**src/rtl/window_pkg.sv**
```systemverilog
// Shared types and constants for the 3x3 window feeder.
package window_pkg;

    typedef enum logic [1:0] {
        IDLE = 2'd0,
        EMIT = 2'd1,
        WAIT = 2'd2
    } state_t;

    localparam int WIN_DIM   = 3;
    localparam int WIN_SIZE  = 9;
    localparam int CNT_W     = 4;
    localparam int TMO_W     = 6;
    localparam int TMO_LIMIT = 32;

endpackage

```
**src/rtl/line_buf.sv**
```systemverilog
// One image line of storage; combinational read of the old value, write on the clock edge.
module line_buf #(
    parameter int DATA_WIDTH = 8,
    parameter int DEPTH      = 16,
    parameter int ADDR_W     = (DEPTH > 1) ? $clog2(DEPTH) : 1
) (
    input  logic                  clk,
    input  logic                  wr_en,
    input  logic [ADDR_W-1:0]     addr,
    input  logic [DATA_WIDTH-1:0] wr_data,
    output logic [DATA_WIDTH-1:0] rd_data
);

    logic [DATA_WIDTH-1:0] mem [0:DEPTH-1];

    assign rd_data = mem[addr];

    always_ff @(posedge clk) begin
        if (wr_en) begin
            mem[addr] <= wr_data;
        end
    end

endmodule

```
**src/rtl/window_feeder.sv**
```systemverilog
// Builds 3x3 windows from a raster pixel stream and serialises each one to the median stage.
// Optional macro WINDOW_FEEDER_TIMEOUT_EN adds the TMO output and a bounded WAIT.
module window_feeder
    import window_pkg::*;
#(
    parameter int DATA_WIDTH = 8,
    parameter int IMG_W      = 16,
    parameter int IMG_H      = 16
) (
    input  logic                  CLK,
    input  logic                  nRST,
    input  logic                  PSI,
    input  logic [DATA_WIDTH-1:0] PI,
    output logic                  RDY,
    input  logic                  MED_DONE,
    output logic [DATA_WIDTH-1:0] DO,
    output logic                  DSO
`ifdef WINDOW_FEEDER_TIMEOUT_EN
    ,
    output logic                  TMO
`endif
);

    localparam int COL_W = $clog2(IMG_W);
    localparam int ROW_W = $clog2(IMG_H);

    localparam logic [COL_W-1:0] COL_LAST = COL_W'(IMG_W - 1);
    localparam logic [ROW_W-1:0] ROW_LAST = ROW_W'(IMG_H - 1);
    localparam logic [COL_W-1:0] COL_MIN  = COL_W'(2);
    localparam logic [ROW_W-1:0] ROW_MIN  = ROW_W'(2);

    state_t               state;
    logic [COL_W-1:0]     col;
    logic [ROW_W-1:0]     row;
    logic [CNT_W-1:0]     cnt;
    logic                 accept;
    logic [DATA_WIDTH-1:0] line1_q;
    logic [DATA_WIDTH-1:0] line2_q;
    logic [DATA_WIDTH-1:0] win     [0:WIN_SIZE-1];
    logic [DATA_WIDTH-1:0] win_nxt [0:WIN_SIZE-1];
`ifdef WINDOW_FEEDER_TIMEOUT_EN
    logic [TMO_W-1:0]     wcnt;
`endif

    assign accept = PSI & RDY;

    // line1 holds row-1; its old value cascades into line2, which holds row-2
    line_buf #(
        .DATA_WIDTH(DATA_WIDTH),
        .DEPTH     (IMG_W),
        .ADDR_W    (COL_W)
    ) u_line1 (
        .clk    (CLK),
        .wr_en  (accept),
        .addr   (col),
        .wr_data(PI),
        .rd_data(line1_q)
    );

    line_buf #(
        .DATA_WIDTH(DATA_WIDTH),
        .DEPTH     (IMG_W),
        .ADDR_W    (COL_W)
    ) u_line2 (
        .clk    (CLK),
        .wr_en  (accept),
        .addr   (col),
        .wr_data(line1_q),
        .rd_data(line2_q)
    );

    // window is row-major, index 0 = oldest row, leftmost column
    always_comb begin
        for (int r = 0; r < WIN_DIM; r++) begin
            win_nxt[r*WIN_DIM]     = win[r*WIN_DIM + 1];
            win_nxt[r*WIN_DIM + 1] = win[r*WIN_DIM + 2];
            win_nxt[r*WIN_DIM + 2] = win[r*WIN_DIM + 2];
        end
        win_nxt[WIN_DIM-1]   = line2_q;
        win_nxt[2*WIN_DIM-1] = line1_q;
        win_nxt[WIN_SIZE-1]  = PI;
    end

    always_ff @(posedge CLK) begin
        if (accept) begin
            for (int i = 0; i < WIN_SIZE; i++) begin
                win[i] <= win_nxt[i];
            end
        end
    end

    always_ff @(posedge CLK or negedge nRST) begin
        if (!nRST) begin
            state <= IDLE;
            row   <= '0;
            col   <= '0;
            cnt   <= '0;
            RDY   <= 1'b0;
            DSO   <= 1'b0;
            DO    <= '0;
`ifdef WINDOW_FEEDER_TIMEOUT_EN
            TMO   <= 1'b0;
            wcnt  <= '0;
`endif
        end else begin
`ifdef WINDOW_FEEDER_TIMEOUT_EN
            TMO <= 1'b0;
`endif
            case (state)
                IDLE: begin
                    RDY <= 1'b1;
                    DSO <= 1'b0;
                    DO  <= '0;
                    if (accept) begin
                        if (col == COL_LAST) begin
                            col <= '0;
                            row <= (row == ROW_LAST) ? '0 : row + 1'b1;
                        end else begin
                            col <= col + 1'b1;
                        end
                        // first element goes out on the accept edge, so use the shifted window
                        if (row >= ROW_MIN && col >= COL_MIN) begin
                            state <= EMIT;
                            RDY   <= 1'b0;
                            DSO   <= 1'b1;
                            DO    <= win_nxt[0];
                            cnt   <= CNT_W'(1);
                        end
                    end
                end
                EMIT: begin
                    if (cnt == CNT_W'(WIN_SIZE)) begin
                        state <= WAIT;
                        DSO   <= 1'b0;
                        DO    <= '0;
                        cnt   <= '0;
`ifdef WINDOW_FEEDER_TIMEOUT_EN
                        wcnt  <= '0;
`endif
                    end else begin
                        DO  <= win[cnt];
                        cnt <= cnt + 1'b1;
                    end
                end
                WAIT: begin
                    if (MED_DONE) begin
                        state <= IDLE;
                        RDY   <= 1'b1;
                    end
`ifdef WINDOW_FEEDER_TIMEOUT_EN
                    else if (wcnt == TMO_W'(TMO_LIMIT - 1)) begin
                        state <= IDLE;
                        RDY   <= 1'b1;
                    end else begin
                        wcnt <= wcnt + 1'b1;
                        TMO  <= (wcnt == TMO_W'(TMO_LIMIT - 2));
                    end
`endif
                end
                default: begin
                    state <= IDLE;
                    RDY   <= 1'b0;
                    DSO   <= 1'b0;
                    DO    <= '0;
                    cnt   <= '0;
                end
            endcase
        end
    end

endmodule

```
**config.mk**
```make
export PLATFORM = sky130hd
export DESIGN_NAME = window_feeder
export DESIGN_NICKNAME = d
export VERILOG_FILES = /design/src/rtl/window_pkg.sv /design/src/rtl/line_buf.sv /design/src/rtl/window_feeder.sv
export SDC_FILE = /design/constraint.sdc
export NUM_CORES = 1
export LEC_CHECK = 0
export CAP_MARGIN = 20
export CORE_ASPECT_RATIO = 0.5
export CORE_UTILIZATION = 25
export CTS_BUF_LIST = sky130_fd_sc_hd__clkbuf_16
export DETAILED_ROUTE_END_ITERATION = 10
export GPL_TIMING_DRIVEN = 0
export PLACE_DENSITY = 0.44
export SETUP_SLACK_MARGIN = 0.4
export SYNTH_ARGS = -nofsm -noshare
export SYNTH_HDL_FRONTEND = slang
export SYNTH_SLANG_ARGS = --single-unit
```
**constraint.sdc**
```tcl
create_clock -name CLK -period 11.4 [get_ports CLK]
set_input_delay 2.28 -clock CLK [delete_from_list [all_inputs] [get_ports CLK]]
set_output_delay 2.28 -clock CLK [all_outputs]
set_load 0.02 [all_outputs]
```
=== After elaboration in Yosys (flattened, before gate mapping) ===
Memories as Yosys holds them, arrays and structs flattened.
Index checks and enable logic that the tools add are counted.

* Bits in registers: 24
* Memories: 3
* ROM bits: 0
* Bits of input ports: 12
* Output and inout bits: 10
* Word-level logic and storage cells: 60
* Memory bits (writable): 328
* Bits in latches: 0

* Mux-type cells: 25
* Magnitude comparators: 2
* Bitwise logic cells: 3
* Shift-type cells: 0
* Eq/ne operators: 9
* Div/mod/pow operators: 0
* Add/subtract/negate cells: 3
* Reductions and logical operators: 8
* Multiply operators: 0

{| class="wikitable"
|+ Memory list
! name !! words !! width !! read ports !! clocked after Yosys merged registers in !! write ports !! RTL line !! RTL
|-
| u_line1.mem || 16 || 8 || 1 || 0 || 1 || line_buf.sv:14 || <nowiki>logic [DATA_WIDTH-1:0] mem [0:DEPTH-1];</nowiki>
|-
| u_line2.mem || 16 || 8 || 1 || 0 || 1 || line_buf.sv:14 ||
|-
| win || 9 || 8 || 7 || 0 || 9 || window_feeder.sv:39 || <nowiki>logic [DATA_WIDTH-1:0] win [0:WIN_SIZE-1];</nowiki>
|}

{| class="wikitable"
|+ Operators with widths
! operator !! number
|-
| $mux 8 || 3
|-
| $pmux 8 s3 || 1
|-
| $mux 4 || 5
|-
| $add 4x1->4 const B || 3
|-
| $eq 4x4->1 const B || 3
|-
| $pmux 4 s3 || 1
|-
| $ge 4x2->1 const B || 2
|-
| $mux 1 || 8
|-
| $mux 2 || 4
|-
| $ne 2x2->1 const B || 4
|-
| $pmux 1 s3 || 2
|-
| $pmux 2 s3 || 1
|-
| $reduce_and 2->1 || 3
|-
| $reduce_and 3->1 || 2
|-
| $reduce_and 4->1 || 1
|-
| $eq 2x1->1 const B || 1
|-
| $eq 2x2->1 const B || 1
|-
| $logic_not 2->1 || 1
|-
| $not 1->1 || 2
|-
| $and 1x1->1 || 1
|-
| $logic_and 1x1->1 || 1
|}

=== Depth between registers and ports, before layout ===
* Depth after elaboration: 5
* Gate-level depth with buffers: 9
* Mapped depth without buffers: 6

=== Cells and area by module ===
From an unflattened synthesis, not the netlist that was laid out.

* Cell total of the unflattened synthesis: 714
* Area total of the unflattened synthesis: 13835.8 um^2

{| class="wikitable"
|+ Modules (own cells, without submodules)
! module !! area each (um^2) !! sequential area each (um^2) !! cells each !! times used
|-
| line_buf || 4907.2 || 3843.7 || 222 || 2
|-
| window_feeder || 4021.4 || 2762.6 || 270 || 1
|}

=== Worst setup path after synthesis ===
OpenSTA, ideal clock, no wires.

* Path kind: input -> register
* Start point: in PSI
* End point: mem u_line1.mem[0][0], enable pin
* Path buffers: 1
* Stages on the path: 3
* Library setup time: 374 ps
* Required time: 11026 ps
* Slack: 5692 ps
* Arrival: 5334 ps
* Path through: and2_1 > clkbuf_1 > and3_1

* Word-level cells in the longest chain between the ends: 3

{| class="wikitable"
|+ RTL lines
! element !! RTL line !! RTL
|-
| start, declared || window_feeder.sv:12 || <nowiki>input logic PSI,</nowiki>
|-
| $and 1x1->1 || window_feeder.sv:45 || <nowiki>assign accept = PSI & RDY;</nowiki>
|-
| named net accept || window_feeder.sv:36 || <nowiki>logic accept;</nowiki>
|-
| $mux 1 || line_buf.sv:19 || <nowiki>if (wr_en) begin</nowiki>
|-
| $mux 1 (not written as such) || line_buf.sv:20 || <nowiki>mem[addr] <= wr_data;</nowiki>
|-
| end, declared || line_buf.sv:14 ||
|}

The timed path passes the listed nets, and every way through them passes these cells.

=== Worst setup path after layout ===
* Start point: in PSI
* End point: mem u_line2.mem[0][5], enable pin

* Word-level cells in the longest chain between the ends: 3

{| class="wikitable"
|+ RTL lines
! element !! RTL line
|-
| $and 1x1->1 || window_feeder.sv:45
|-
| named net accept || window_feeder.sv:36
|-
| $mux 1 || line_buf.sv:19
|-
| $mux 1 (not written as such) || line_buf.sv:20
|-
| end, declared || line_buf.sv:14
|}

The timed path passes the listed nets, and every way through them passes these cells.

==> impl_metrics.tcl <==
set metrics [dict create \
    worst_slew_pin_slew_ns 1.14 \
    gp_congestion 0.721 \
    drt_iter0_markers 576 \
    ctsRootBufferMaster "clkbuf_16" \
    antenna_cells 0 \
    syn_area_sq_um 13700 \
    cts_resized 0 \
    max_freq_ghz 0.223 \
    die_x_microns 333 \
    rsz0062_at_grt "false" \
    ys_ff_latch 352 \
    synth_nets 690 \
    hpwl_mm 21.1 \
    cp_max_fo 28 \
    fin_crit_ns 4.49 \
    ir_worst_vdd_mv 0.102 \
    htreeDepth 2 \
    routedWlPerCell_microns 22.7 \
    hold_ws_ns 0.438 \
    critPathMaxStageDelay_ns 0.99 \
    antenna_found_initial 2 \
    synth_warnings 0 \
    synth_ff_type "edfxtp_1" \
    holdBufCountCts 0 \
    vias 6799 \
    critPathLaunchType "input port" \
    drt_pass1_iterations 4 \
    drive_above_1_share_pct 21.4 \
    coreArea_sq_um 54000 \
    layout.nets 766 \
    ant_nets 0 \
    track_usage_pct 12.2 \
    async_reset_ff_share_pct 6.82 \
    yosysSeqAreaShare_pct 76.1 \
    finalSetupViolCount 0 \
    post-route-drc-count 0 \
    hold_violations 0 \
    finalWorstSetupSlack_ns 6.91 \
    synth_cell_types 44 \
    cts.sinks 352 \
    clkTransAtPathRegs_ns 0.06 \
    die_y_microns 168 \
    cts_made_buffers 36 \
    finalSetupTns_ns 0 \
    design.die.area_sq_um 55900 \
    maxCapViolCount 0 \
    drt-total-wl_mm 33.7 \
    critical-path-top-delay-family "simple AND/OR/NAND/NOR gates" \
    slew_viol_final 0 \
    power_mw 4.41 \
    instances_no_fill 1483 \
    cts_tree "built" \
    synthCells 670 \
    syn_area_per_cell_sq_um 20.5 \
    cp_slowest_cell "and3_1" \
    p_leak_nw 5.29 \
    clockBufferDepth 3 \
    synth_edf_count 328 \
    finalInstanceArea_sq_um 16300 \
    post-route-period-util_pct 39.4 \
    initial_core_util_pct 25.4 \
    cp-end-kind "flop" \
    io_pins 22 \
    final.setup_skew_ns 0.0269 \
    crit_type "in2reg" \
    cts_setup_buffers 0 \
    grt_max_degree 55 \
    fill_cells 5221 \
    cp.required_ns 11.53 \
    p_per_area_nw_per_um2 271 \
    hold_class "reg2reg" \
    layout_commonest_cell "edfxtp_1" \
    relSlewSlack_pct 24.0 \
    area_growth_pct 18.3 \
    final_cell_mix "edfxtp_1, mux4_2, a22oi_1" \
    post-route-util_pct 30.1 \
    status "completed" \
    grt_pass1_vias 7104 \
    dp_cells 1414 \
    crit_buf_inv 2 \
    grt_pass1_wl_mm 49.5 \
    cp.arrival_ns 4.61 \
    viasPerCell 4.58 \
    post_dp_cell_area_sq_um 15100 \
    std_cell_rows 60 \
    port_buffers 21 \
    grt.overflow.total 0 \
    clk_latency_ns 0.53 \
    cp_cell_sequence "clkdlybuf4s50_1 -> and2_1 -> clkbuf_4 -> and3_1" \
    pre_cts_slack_ns 6.34 \
]
==> cell families (layout without fill, tap and decap cells) <==
| kind of cell | after synthesis | after routing | synth area share (%) |
|---|---|---|---|
| and+or+nand+nor | 83 | 83 | 3.42 |
| xor gates and xnor gates | 4 | 4 | 0.255 |
| muxes | 89 | 89 | 13.1 |
| AOI/OAI and AO/OA | 88 | 88 | 4.51 |
| adders and majority gates | 8 | 8 | 0.729 |
| buffers and inverters | 46 | 146 | 1.87 |
| DFF | 352 | 352 | 76.1 |
==> worst register-to-register path, delay by kind of cell, from the launching register on <==
family                 cells  cell delay, ns
buffers and inverters      2            0.94
AND/OR/NAND/NOR            1            0.51
multiplexers               1            0.46
flip-flops                 1            0.37
AO/OA/AOI/OAI              1            0.23
==> final timing paths <==
| kind | from | to | slack, ns | cells after the start |
|---|---|---|---|---|
| worst min-delay path | win[4][6] | win[3][6] | 0.44 | 0 |
| worst min register to register | win[4][6] | win[3][6] | 0.44 | 0 |
| worst max register to register | col[1] | u_line2.mem[12][1] | 8.43 | 5 |
| min in group asynchronous | nRST | DO[3] | 2.08 | 1 |
| max in group asynchronous | nRST | row[0] | 8.83 | 2 |
| worst max-delay path | PSI | u_line2.mem[0][5] | 6.91 | 4 |
==> cell usage after synthesis, types with 2 or more instances <==
library cell	count	area, sq um
edfxtp_1	328	9850
mux4_2	72	1620
a22oi_1	40	300
dfrtp_1	24	601
a21oi_1	18	90.1
nand2_1	18	67.6
buf_2	16	80.1
and3_1	14	87.6
clkbuf_1	13	48.8
nor3_1	10	50.1
or3_1	9	56.3
a21boi_0	8	60.1
ha_1	8	100
mux2_1	8	90.1
mux2i_1	8	80.1
nor2_1	8	30.0
o311ai_1	8	70.1
buf_6	7	78.8
inv_1	6	22.5
nand2b_1	6	37.5
nand3_1	5	25.0
nor2b_1	4	25.0
o21ai_0	4	20.0
buf_1	3	11.3
a21o_1	2	15.0
a41oi_1	2	17.5
and2_1	2	12.5
xnor2_1	2	17.5
xor2_1	2	17.5
==> flip-flops by register name, indices dropped and copies added (netlist names) <==
| name | count |
|---|---|
| DO | 8 |
| DSO | 1 |
| RDY | 1 |
| cnt | 4 |
| col | 4 |
| row | 4 |
| state | 2 |
| u_line1.mem | 128 |
| u_line2.mem | 128 |
| win | 72 |
==> routing by layer <==
| layer | vias to the layer above | track usage [%] | part of all wire, % |
|---|---|---|---|
| met3 | 52 | 1.74 | 4.6 |
| li1 | 2945 | - | - |
| met5 | - | 0 | 0 |
| met4 | 0 | 3.77 | 2.2 |
| met1 | 3627 | 17.4 | 47 |
| met2 | 175 | 19.1 | 46 |
==> power breakdown <==
part	switching (mW)	internal (mW)	total (mW)
clock network	0.469	0.631	1.10
registers	0.0879	1.83	1.92
logic	0.864	0.521	1.38
==> cell type report <==
cell class | count | area, sq um | area share, %
buffer | 40 | 238 | 1.46
clock buffer | 37 | 926 | 5.70
clock inverter | 25 | 161 | 0.993
inverter | 6 | 22.5 | 0.139
multi-input combinational | 272 | 3030 | 18.7
sequential | 352 | 10500 | 64.3
tap | 713 | 892 | 5.49
timing repair buffer | 38 | 529 | 3.26
Note: power is estimated with default switching activity, not from simulation.
